--- src/rtl/uart_rx_fifo.sv ---
// Buffered UART 8N1 receiver: synchronizer, mid-bit sampling FSM and a show-ahead
// byte FIFO drained through a valid/ready handshake.
module uart_rx_fifo #(
  parameter int DELAY_FRAMES = 234,
  parameter int FIFO_DEPTH   = 8
) (
  input  logic                          clk,
  input  logic                          rst_n,
  input  logic                          uart_rx,
  output logic [7:0]                    rx_data,
  output logic                          rx_valid,
  input  logic                          rx_ready,
  output logic [$clog2(FIFO_DEPTH):0]   fifo_count,
  output logic                          frame_err,
  output logic                          overflow
);

  localparam int HALF = DELAY_FRAMES / 2;
  localparam int CW   = $clog2(DELAY_FRAMES) + 1;
  localparam int AW   = $clog2(FIFO_DEPTH);

  localparam logic [CW-1:0] CNT_LAST  = CW'(DELAY_FRAMES - 1);
  localparam logic [CW-1:0] CNT_HALF  = CW'(HALF - 1);
  localparam logic [AW:0]   DEPTH     = (AW + 1)'(FIFO_DEPTH);

  typedef enum logic [2:0] {
    IDLE,
    START,
    DATA,
    STOP,
    BRK
  } state_t;

  state_t        state;
  logic          sync1;
  logic          rx_s;
  logic [CW-1:0] cnt;
  logic [2:0]    bitn;
  logic [7:0]    shreg;

  logic          push;
  logic          pop;
  logic          full;
  logic          push_ok;
  logic [AW-1:0] wr_ptr;
  logic [AW-1:0] rd_ptr;
  logic [AW-1:0] rd_next;
  logic [AW:0]   count_next;
  logic [7:0]    head_next;
  logic [7:0]    mem [FIFO_DEPTH];

  // Idle-high line: synchronizer flops reset to 1 so reset release never looks like a start bit.
  // NOTE: sequential state uses non-blocking assignments so every flop samples pre-edge values.
  always_ff @(posedge clk or negedge rst_n) begin
    if (!rst_n) begin
      sync1 <= 1'b1;
      rx_s  <= 1'b1;
    end else begin
      sync1 <= uart_rx;
      rx_s  <= sync1;
    end
  end

  always_ff @(posedge clk or negedge rst_n) begin
    if (!rst_n) begin
      state     <= IDLE;
      cnt       <= '0;
      bitn      <= '0;
      shreg     <= '0;
      frame_err <= 1'b0;
    end else begin
      frame_err <= 1'b0;
      case (state)
        IDLE: begin
          if (!rx_s) begin
            state <= START;
            cnt   <= '0;
          end
        end
        START: begin
          if (cnt == CNT_HALF) begin
            cnt  <= '0;
            bitn <= '0;
            state <= rx_s ? IDLE : DATA;
          end else begin
            cnt <= cnt + 1'b1;
          end
        end
        DATA: begin
          if (cnt == CNT_LAST) begin
            shreg <= {rx_s, shreg[7:1]};
            cnt   <= '0;
            bitn  <= bitn + 1'b1;
            if (bitn == 3'd7) state <= STOP;
          end else begin
            cnt <= cnt + 1'b1;
          end
        end
        STOP: begin
          if (cnt == CNT_LAST) begin
            cnt <= '0;
            if (rx_s) begin
              state <= IDLE;
            end else begin
              frame_err <= 1'b1;
              state     <= BRK;
            end
          end else begin
            cnt <= cnt + 1'b1;
          end
        end
        BRK: begin
          // A held-low line stays here, so it reports one frame error and never restarts.
          if (rx_s) state <= IDLE;
        end
        default: state <= IDLE;
      endcase
    end
  end

  assign push     = (state == STOP) && (cnt == CNT_LAST) && rx_s;
  assign rx_valid = (fifo_count != '0);
  assign pop      = rx_valid && rx_ready;
  assign full     = (fifo_count == DEPTH);
  assign push_ok  = push && (!full || pop);
  assign rd_next  = pop ? rd_ptr + 1'b1 : rd_ptr;

  // NOTE: every always_comb output gets a default first so no latch is inferred.
  always_comb begin
    count_next = fifo_count;
    case ({push_ok, pop})
      2'b10:   count_next = fifo_count + 1'b1;
      2'b01:   count_next = fifo_count - 1'b1;
      default: count_next = fifo_count;
    endcase
  end

  // The new head is the byte being written this cycle when it lands at the read pointer.
  always_comb begin
    head_next = rx_data;
    if (count_next != '0) begin
      if (push_ok && (rd_next == wr_ptr)) head_next = shreg;
      else                                head_next = mem[rd_next];
    end
  end

  // NOTE: the storage array has no reset; occupancy is tracked by the pointers and count alone.
  always_ff @(posedge clk) begin
    if (push_ok) mem[wr_ptr] <= shreg;
  end

  always_ff @(posedge clk or negedge rst_n) begin
    if (!rst_n) begin
      wr_ptr     <= '0;
      rd_ptr     <= '0;
      fifo_count <= '0;
      rx_data    <= '0;
      overflow   <= 1'b0;
    end else begin
      if (push_ok) wr_ptr <= wr_ptr + 1'b1;
      rd_ptr     <= rd_next;
      fifo_count <= count_next;
      rx_data    <= head_next;
      overflow   <= push && full && !pop;
    end
  end

endmodule
--- config.mk ---
export PLATFORM = sky130hd
export DESIGN_NAME = uart_rx_fifo
export DESIGN_NICKNAME = d
export VERILOG_FILES = /design/src/rtl/uart_rx_fifo.sv
export SDC_FILE = /design/constraint.sdc
export NUM_CORES = 1
export LEC_CHECK = 0
export BUFFER_PORTS_ARGS = -buffer_cell sky130_fd_sc_hd__buf_2
export CAP_MARGIN = 10
export CORE_MARGIN = 8
export CORE_UTILIZATION = 35
export CTS_BUF_LIST = sky130_fd_sc_hd__clkbuf_16
export DETAILED_ROUTE_END_ITERATION = 16
export PLACE_DENSITY = 0.47
export SLEW_MARGIN = 0
export SYNTH_ARGS = -nofsm -noshare
export SYNTH_HDL_FRONTEND = slang
export SYNTH_SLANG_ARGS = --single-unit
--- constraint.sdc ---
create_clock -name clk -period 7 [get_ports clk]
set_clock_uncertainty 0.2 [all_clocks]
set_input_delay 0.7 -clock clk [delete_from_list [all_inputs] [get_ports clk]]
set_output_delay 0.7 -clock clk [all_outputs]
set_load 0.05 [all_outputs]
== Word-level counts from Yosys, hierarchy flattened ==
Memory sizes are Yosys's and may differ from the RTL's. A register that Yosys moved wholly into a read port is not among the register bits.
Index checks and enable logic that the tools add are counted.
Cells by class
  $add $sub $neg: 6
  equality and inequality tests: 16
  muxes and demuxes: 23
  reductions and logical operators: 20
Operators with widths (count)
  2-to-1 mux 3 bit: 10
  2-to-1 mux 9 bit: 3
  case mux 9 bit (3 select lines): 1
  case mux 3 bit (5 select lines): 1
  inequality test 2 bit (second input constant): 6
  adder 3 x 1 -> 3 bit (second input constant): 3
  adder 9 x 1 -> 9 bit (second input constant): 1
  equality test 9 x 7 -> 1 bit (second input constant): 1
  equality test 9 x 8 -> 1 bit (second input constant): 1
  case mux 4 bit (2 select lines): 1
  nonzero test 4 bit: 2
  equality test 3 x 2 -> 1 bit (second input constant): 2
  equality test 3 bit (second input constant): 2
  logical AND 1 bit: 6
  case mux 3 bit (2 select lines): 1
  AND reduction 6 bit: 1
  2-to-1 mux 1 bit: 5
  adder 4 x 1 -> 4 bit (second input constant): 1
  equality test 4 bit (second input constant): 1
  AND reduction 2 bit: 2
  subtractor 4 x 1 -> 4 bit (second input constant): 1
  equality test 3 x 1 -> 1 bit (second input constant): 1
  logical NOT 1 bit: 3
  logical NOT 3 bit: 1
  8 further kinds: 8
Word-level totals
  register bits: 37
  bits in writable memories: 64
  word-level logic and storage cells: 77
  memories: 1
Memories
  mem: words 8, width 8, read ports 1, clocked after Yosys merged registers in 1, write ports 1, line 50  | logic [7:0] mem [FIFO_DEPTH];

== Longest topological paths before layout ==
Gate-level depths: netlist of run 1.
  word-level depth: 7
  depth in mapped cells: 15
  gate-level depth less buffers: 14

== Worst setup path after synthesis of run 1 ==
No wires, ideal clock.
  path kind: register to register
  start point: register fifo_count[1]
  end point: register rx_data[5], read port of mem
  library setup time: 0.082 ns
  data arrival time: 3.322 ns
  required time: 6.718 ns
  path slack: 3.396 ns
  stages on the path, launching flop included: 16
  clock period less this slack: 3.604 ns
  cells stage by stage: dfrtp_1 buf_6 o41ai_4 inv_2 buf_6 buf_2 ha_1 xor2_1 ha_1 a21oi_1 mux2i_1 xnor2_1 nand4b_1 clkbuf_1 nor2_1 a31oi_1
On the way
  cells in the longest elaborated chain, start to end: 7
  elaborated cells between the ends (all ways): 13
  those cells by class: add/sub: 2; eq/ne: 3; mux: 2; reduce/logical: 6
RTL lines
  start: declaration: line 13  | output logic [$clog2(FIFO_DEPTH):0] fifo_count,
  start signal: assignment: line 162  | fifo_count <= count_next;
  equality test 4 bit / nonzero test 4 bit (equally long branches): line 124, 122
  logical NOT 1 bit / logical AND 1 bit (equally long branches): line 125, 123
  logical OR 1 bit: line 125  | assign push_ok = push && (!full || pop);
  logical AND 1 bit: line 125
  equality test 2 x 1 -> 1 bit / equality test 2 bit (equally long branches): line 131  | case ({push_ok, pop})
  case mux 4 bit (2 select lines) *: line 131
  via count_next[2]: line 48  | logic [AW:0] count_next;
  nonzero test 4 bit *: line 141  | if (count_next != '0) begin
  end: declaration: line 10  | output logic [7:0] rx_data,
The timed path passes the listed nets; every way through them passes the cells marked *.
A chain may end at the register's enable or synchronous reset.

== Worst setup path in the final report of run 1 ==
  start point: register cnt[1]
  end point: register rx_data[4], read port of mem
On the way
  cells in the longest elaborated chain, start to end: 7
  elaborated cells between the ends (all ways): 8
  those cells by class: eq/ne: 3; mux: 1; reduce/logical: 4
RTL lines
  start: declaration: line 37  | logic [CW-1:0] cnt;
  start signal: assignment: line 86  | cnt <= cnt + 1'b1;
  start signal: assignment: line 96  | cnt <= cnt + 1'b1;
  start signal: assignment: line 109  | cnt <= cnt + 1'b1;
  equality test 9 x 8 -> 1 bit *: line 121  | assign push = (state == STOP) && (cnt == CNT_LAST) && rx_s;
  logical AND 1 bit * (2 in a row): line 121
  logical AND 1 bit *: line 125
  equality test 2 x 1 -> 1 bit / equality test 2 bit (equally long branches): line 131
  case mux 4 bit (2 select lines) *: line 131
  via count_next[2]: line 48
  nonzero test 4 bit *: line 141
Marked as above.

==> results.md, run 1 <==
- Count of different cell masters after synthesis: 55
- Worst path arrival time: ~4 ns
- Post-route ant nets: 0
- CTS H-tree lvls: 3
- Slew Limit Fails: 0
- TritonCTS clock tree: done
- CTS Buf Count: 9
- Unrepaired setup endpoints after global routing: no
- Synth warn: 0
- Tmin final: 4.03 ns
- Clock transition at path regs: 0.07 ns
- Syn_nets: 445
- Syn Inst Count: 431
- #FFs+latches synth: 109
- Crit path cell chain: inv_1, ha_1, nand4b_1, nor4_4, nand4_4, ha_1, xor2_1, ha_1, a21oi_1, mux2i_1, xnor2_1, nand4b_1, nor2_1, a31oi_1
- Post-synth top flop: edfxtp_1
- Global placement routability congestion: 0.767
- Area Overhead vs Synth: 11.3%
- Clock sinks: between 100 and 150
- Async SR Flop Fraction: 0.413
- Number of synthesized flops with an enable pin: 64
- MaxCap Viol Count: 0
- Crit path top cell by count: ha_1
- Largest net degree at the start of global routing: between 40 and 50
- # rows: 46
- Syn Std Cell Area: 5500 um^2
- Slew @ Worst Pin: 0.920 ns
- Worst EP required: ~7 ns
- Die Wd: about 140 um
- Setup Buffers After CTS: 0
- Mapped Avg Cell Area: 12.8 um^2
- Hold WC Path Type: register to register
- Vias in the first global route: 3,523
- Initial antenna violation count: 0
- DRC marker count from the first detailed-route iteration: around 190
- Pwr/cell area: 207 nW/um^2
- FF+latch area: 3050 um^2
- Critical path capture point type: register
- Status: finished, final reports clean
- CTS resizes: 0
- Sequential-to-total area share from yosys stat: 0.554
- Fmax: 248 MHz
- Die height: 141 um
- Leakage: 0.00244 uW
- First drt pass iteration count: 4
- Final Hold Fails: 0
- Crit path launch type: register
- Gr ovfl total: 0
- I/O Buffers: 18
- Clk_lat worst skew: 0.35 ns
- Final wirelength: 12,500 um
- Routed WL per cell: ~19 um
- Dpl hpwl: 8100 um
- Critical Path Fanout Max: 16
- Kind of critical path: register to register
- Ratio of cells with drive above 1 in the final layout: 0.187
- Final non-filler cell total: 659
- CP max-delay cell: nand4b_1
- CP peak stage delay: 0.70 ns
- Vias: ~3,500
- # nets final: around 450
- Hold Buf Count CTS: 0
- Slew margin rel.: 0.384
- Setup_tns: 0 ns
- # fillers: 1,458
- Worst VDD drop: 0.0000999 V
- # IOs: 19
- Clock root cell: clkbuf_16
- Finished Core Util: 0.393
- Area of the core: 15,600 um^2
- First-pass GRT wire length: 20,200 um
- Placed Cells: 642
- Starting Density: 0.353
- Die area: 20,000 um^2
- Vias per inst: between 5 and 6
- Area of the multi-input gates: around 2300 um^2
- Period utilization: 0.576
- N_diodes: 0
- DRC Markers: 0
- Max Root-Sink Buffers: 2
- Finish-stage setup viols: 0
- GRT Total Usage: 0.131
[cell usage after synthesis (6+ instances only)]
cell | number | area (um^2)
a2111oi_0 | 28 | 245
a31oi_1 | 8 | 50.1
and3_1 | 6 | 37.5
buf_2 | 10 | 50.1
clkbuf_1 | 15 | 56.3
dfrtp_1 | 43 | 1080
edfxtp_1 | 64 | 1920
ha_1 | 10 | 125
inv_1 | 6 | 22.5
mux4_2 | 18 | 405
nand2_1 | 33 | 124
nand2b_1 | 7 | 43.8
nand3_1 | 7 | 35.0
nor2_1 | 19 | 71.3
nor2b_1 | 30 | 188
nor3_1 | 12 | 60.1
nor3b_1 | 11 | 82.6
o21ai_0 | 10 | 50.1
o22ai_1 | 15 | 93.8
or3_1 | 9 | 56.3
[metrics by stage]
stage               setup slack [ns]  hold slack, ns  total power, uW  cell area (um^2)
floorplan                       3.40           0.145              690              5500
global placement                3.05           0.145              698              5780
detailed placement              2.93           0.147              698              5780
CTS                             2.94           0.158             1280              6120
global route                    2.59           0.165             1310              6120
finish                          2.97           0.156             1270              6120
[flip-flops by register name (all words and copies together), names as in the netlist]
signal and cells:
mem 64, shreg 8, rd_ptr 3, cnt 9
sync1 1, rx_data 8, fifo_count 4, overflow 1
wr_ptr 3, bitn 3, state 3, frame_err 1
rx_s 1
[worst max-delay path, delay by kind of cell (launching register included)]
family / cells / cell delay, ns
AO/OA/AOI/OAI: 2 / 0.22
XOR/XNOR: 2 / 0.27
AND/OR/NAND/NOR: 5 / 1.76
adder cells (fa/ha/maj): 3 / 0.66
multiplexers: 1 / 0.23
buffers and inverters: 1 / 0.12
flip-flops: 1 / 0.39
[per-layer routing]
layer,vias up,GRT usage,part of all wire
met5,-,0,0
met4,0,0.0514,0.012
met3,10,0.0249,0.027
met2,35,0.214,0.49
met1,1770,0.169,0.47
li1,1676,-,-
[path summary, 6_finish.rpt]
| path | from | endpoint | slack, ns | cells after the start |
|---|---|---|---|---|
| worst max-delay path | cnt[1]$_DFFE_PN0P_ | rx_data[4]$_DFFE_PN0P_ | 2.97 | 14 |
| worst min-delay path | sync1$_DFF_PN1_ | rx_s$_DFF_PN1_ | 0.16 | 0 |
| worst max register to register | cnt[1]$_DFFE_PN0P_ | rx_data[4]$_DFFE_PN0P_ | 2.97 | 14 |
| worst min register to register | sync1$_DFF_PN1_ | rx_s$_DFF_PN1_ | 0.16 | 0 |
| max in group asynchronous | rst_n | rd_ptr[0]$_DFF_PN0_ | 5.93 | 2 |
| min in group asynchronous | rst_n | cnt[3]$_DFFE_PN0P_ | 0.25 | 2 |
[power by group]
| part | leakage, uW | switching [uW] | internal [uW] |
|---|---|---|---|
| Sequential | 0.00135 | 0.728 | 675 |
| Clock | 0.000167 | 234 | 348 |
| Combinational | 0.000921 | 6.08 | 1.36 |
| Total | 0.00244 | 241 | 1030 |
[cell usage in the layout (no fill, tap or decap), drive strengths merged, types with 2 or more instances in the layout]
cell and n:
buf 26, and3 6, nor4b 2, nand3b 3, xnor2 5, a2111oi 28, nand4b 3, ha 10
a21oi 4, xor2 4, nor4 2, a21o 2, bufinv 3, dfrtp 43, mux2i 3, nor3 14
dfstp 2, nand3 8, mux4 18, o21ai 15, mux2 10, nor2b 30, nor3b 12, clkbuf 9
a31oi 8, nand2 33, edfxtp 64, nand2b 7, or3 9, inv 11, o22ai 15, o41ai 2
nor2 19
[final cells by class]
cell class | instances | share of cell area
Inverter | 9 | 0.00552
Timing Repair Buffer | 26 | 0.0245
Tap cell | 216 | 0.0441
Multi-Input combinational cell | 283 | 0.373
Clock inverter | 7 | 0.0184
Sequential cell | 109 | 0.498
Clock buffer | 9 | 0.0368
[logic make-up (layout without fill, tap and decap cells)]
logic type               after synthesis  in the layout  synth area share
AND/OR/NAND/NOR                      151            151             0.162
flip-flops                           109            109             0.554
AO/OA/AOI/OAI                         82             82             0.110
buffers and inverters                 39             51            0.0343
multiplexers                          31             31             0.100
adder cells (fa/ha/maj)               10             10            0.0227
XOR/XNOR                               9              9            0.0157
Power figures use the tool's default switching activity.
==> inputs of run 2 (changes only) <==
==> constraint.sdc (replaced) <==
create_clock -name clk -period 4 [get_ports clk]
set_clock_uncertainty 0.2 [all_clocks]
set_input_delay 0.4 -clock clk [delete_from_list [all_inputs] [get_ports clk]]
set_output_delay 0.4 -clock clk [all_outputs]
set_load 0.05 [all_outputs]
==> results.md, run 2 (synthesis gave the netlist of run 1 again) <==
- Switching Share: 0.210 (was 0.190)
- Tmin final: 3.41 ns (was 4.03 ns)
- Slew margin rel.: 0.451 (was 0.384)
- Period utilization: 0.852 (was 0.576)
- Hold WC Path Type: register to register (unchanged)
- First drt pass iteration count: 4 (unchanged)
- Psw: 446 uW (was 241 uW)
- Clock Power Share: 0.437 (was 0.460)
- Slew Limit Fails: 0 (unchanged)
- Fmax: 293 MHz (was 248 MHz)
- N_diodes: 0 (unchanged)
- Routed WL per cell: 18.2 um (was 18.9 um)
- Int Pwr: 1680 uW (was 1030 uW)
- # rows: 46 (unchanged)
- Leakage: 0.00247 uW (was 0.00244 uW)
- Global placement routability congestion: 0.767 (about the same)
- Final Hold Fails: 0 (unchanged)
- Vias in the first global route: 3,551 (was 3,523)
- Comb pwr share: 0.008 (was 0.006)
- Worst path arrival time: 3.48 ns (was 4.02 ns)
- Most frequent cells in the layout: 64 x edfxtp_1, 43 x dfrtp_1, 33 x nand2_1 (unchanged)
- FF-to-FF Start: cnt[1]$_DFFE_PN0P_ (unchanged)
- Die height: 141 um (unchanged)
- Crit path launch type: register (unchanged)
- Top flop regs: mem: 64 flops, cnt: 9 flops (unchanged)
- Placed Cells: 648 (was 642)
- Reg2Reg Setup Slack: 0.59 ns (was 2.97 ns)
- Slew @ Worst Pin: 0.820 ns (was 0.920 ns)
- # IOs: 19 (unchanged)
- Crit path from: cnt[1]$_DFFE_PN0P_ (unchanged)
- Area Overhead vs Synth: 11.9% (was 11.3%)
- Vias: 3,551 (was 3,491)
- CTS H-tree lvls: 3 (unchanged)
- Post-route ant nets: 0 (unchanged)
- Most common cell after layout, fill and taps aside: edfxtp_1 (unchanged)
- Clock sinks: 109 (unchanged)
- Ratio of cells with drive above 1 in the final layout: 0.190 (was 0.187)
- Largest Register: mem (unchanged)
- I/O Buffers: 18 (unchanged)
- Pwr/cell area: 346 nW/um^2 (was 207 nW/um^2)
- CTS Buf Count: 9 (unchanged)
- Worst R2R End: rx_data[4]$_DFFE_PN0P_ (unchanged)
- Origin of the worst min-delay path: sync1$_DFF_PN1_ (unchanged)
- # nets final: 461 (was 452)
- Dpl ws: 0.118 ns (was 2.93 ns)
- Setup_tns: 0 ns (unchanged)
- Clk_lat worst skew: 0.36 ns (was 0.35 ns)
- First-pass GRT wire length: 19,800 um (was 20,200 um)
- MaxCap Viol Count: 0 (unchanged)
- Critical path capture point type: register (unchanged)
- Final non-filler cell total: 668 (was 659)
- Worst VDD drop: 0.000168 V (was 0.0000999 V)
- TritonCTS clock tree: done (unchanged)
- Dpl hpwl: 8020 um (was 8100 um)
- Seq pwr share: 0.556 (was 0.534)
- Clock root cell: clkbuf_16 (unchanged)
- Vias per inst: 5.32 (was 5.30)
- Critical Path Fanout Max: 16 (unchanged)
- Max reg flops: 64 (unchanged)
- Final wirelength: 12,100 um (was 12,500 um)
- Max Root-Sink Buffers: 2 (unchanged)
- Final worst slack: 0.592 ns (was 2.97 ns)
- Die area: 20,000 um^2 (unchanged)
- GRT Total Usage: 0.129 (was 0.131)
- Hold path depth: 0 (unchanged)
- Initial antenna violation count: 0 (unchanged)
- DRC marker count from the first detailed-route iteration: 266 (was 193)
- Largest net degree at the start of global routing: 46 (unchanged)
- Starting Density: 0.353 (unchanged)
- Gr ovfl total: 0 (unchanged)
- Area of the core: 15,600 um^2 (unchanged)
- DRC Markers: 0 (unchanged)
- Worst EP required: 4.08 ns (was 6.99 ns)
- Unrepaired setup endpoints after global routing: no (unchanged)
- Kind of critical path: register to register (unchanged)
- Finish-stage setup viols: 0 (unchanged)
- Hold path endpoint: rx_s$_DFF_PN1_ (unchanged)
- Clock transition at path regs: 0.08 ns (was 0.07 ns)
- R2R cell count: 15 (was 14)
- CTS resizes: 0 (unchanged)
- Die Wd: 141 um (unchanged)
- Status: finished, final reports clean (unchanged)
==> run 2: timing repair <==
action / CTS / global route
hold endpoints to repair: 1 / 9
setup endpoints to repair: 0 / 8
hold buffers: 1 / 1
buffers inserted: 0 / 1
==> run 2: stage by stage <==
| stage | power [uW] | util | area (um^2) | hold WS (ns) |
|---|---|---|---|---|
| global route | 2190 | 0.395 | 6160 | 0.168 |
| floorplan | 1210 | - | 5500 | -0.0956 |
| finish | 2130 | 0.395 | 6160 | 0.163 |
| detailed placement | 1220 | 0.372 | 5800 | 0.153 |
| global placement | 1220 | 0.372 | 5800 | 0.146 |
| CTS | 2150 | 0.392 | 6120 | 0.0950 |
==> run 2: how the worst max path moves through the flow <==
stage                              to  slack (ns)  cells past startpoint
2_1_floorplan  rx_data[5]$_DFFE_PN0P_        0.40                     15
3_3_place_gp   rx_data[4]$_DFFE_PN0P_        0.23                     14
3_5_place_dp   rx_data[4]$_DFFE_PN0P_        0.12                     14
4_1_cts        rx_data[4]$_DFFE_PN0P_        0.11                     14
5_1_grt        rx_data[4]$_DFFE_PN0P_        0.34                     15
6_report       rx_data[4]$_DFFE_PN0P_        0.59                     15
==> run 2: area by class of cell <==
| cell class | count | area [um^2] |
|---|---|---|
| inverters | 9 | 33.8 |
| multi-input cells | 283 | 2260 |
| fillers | 1469 | 9440 |
| clock buffers | 9 | 225 |
| well taps | 216 | 270 |
| clock inverters | 7 | 80.1 |
| flip-flops and latches | 109 | 3050 |
| repair buffers | 35 | 235 |
==> run 2: metal layers <==
layer	vias up	part of all wire	GRT usage
met4	0	0.023	0.0633
met1	1793	0.48	0.169
met5	-	0	0
li1	1693	-	-
met3	15	0.029	0.0192
met2	50	0.47	0.207
==> run 2: critical path: stages (launching register included) <==
cell and delay [ns]:
dfrtp_1 0.39, inv_1 0.12, ha_1 0.16, nand4b_1 0.17
nor4_4 0.28, nand4_4 0.22, ha_1 0.33, xor2_1 0.17
ha_1 0.18, a21oi_1 0.14, mux2i_1 0.24, xnor2_1 0.15
nand4b_1 0.13, buf_4 0.22, nor2_1 0.06, a31oi_1 0.16
==> run 2: power by group through the flow <==
stage / Combinational [uW] / Sequential (uW) / Clock [uW]
floorplan: 1.20 / 1210 / 0
global placement: 13.2 / 1210 / 0
detailed placement: 13.6 / 1210 / 0
CTS: 14.4 / 1180 / 953
global route: 19.1 / 1180 / 991
finish: 16.4 / 1180 / 930
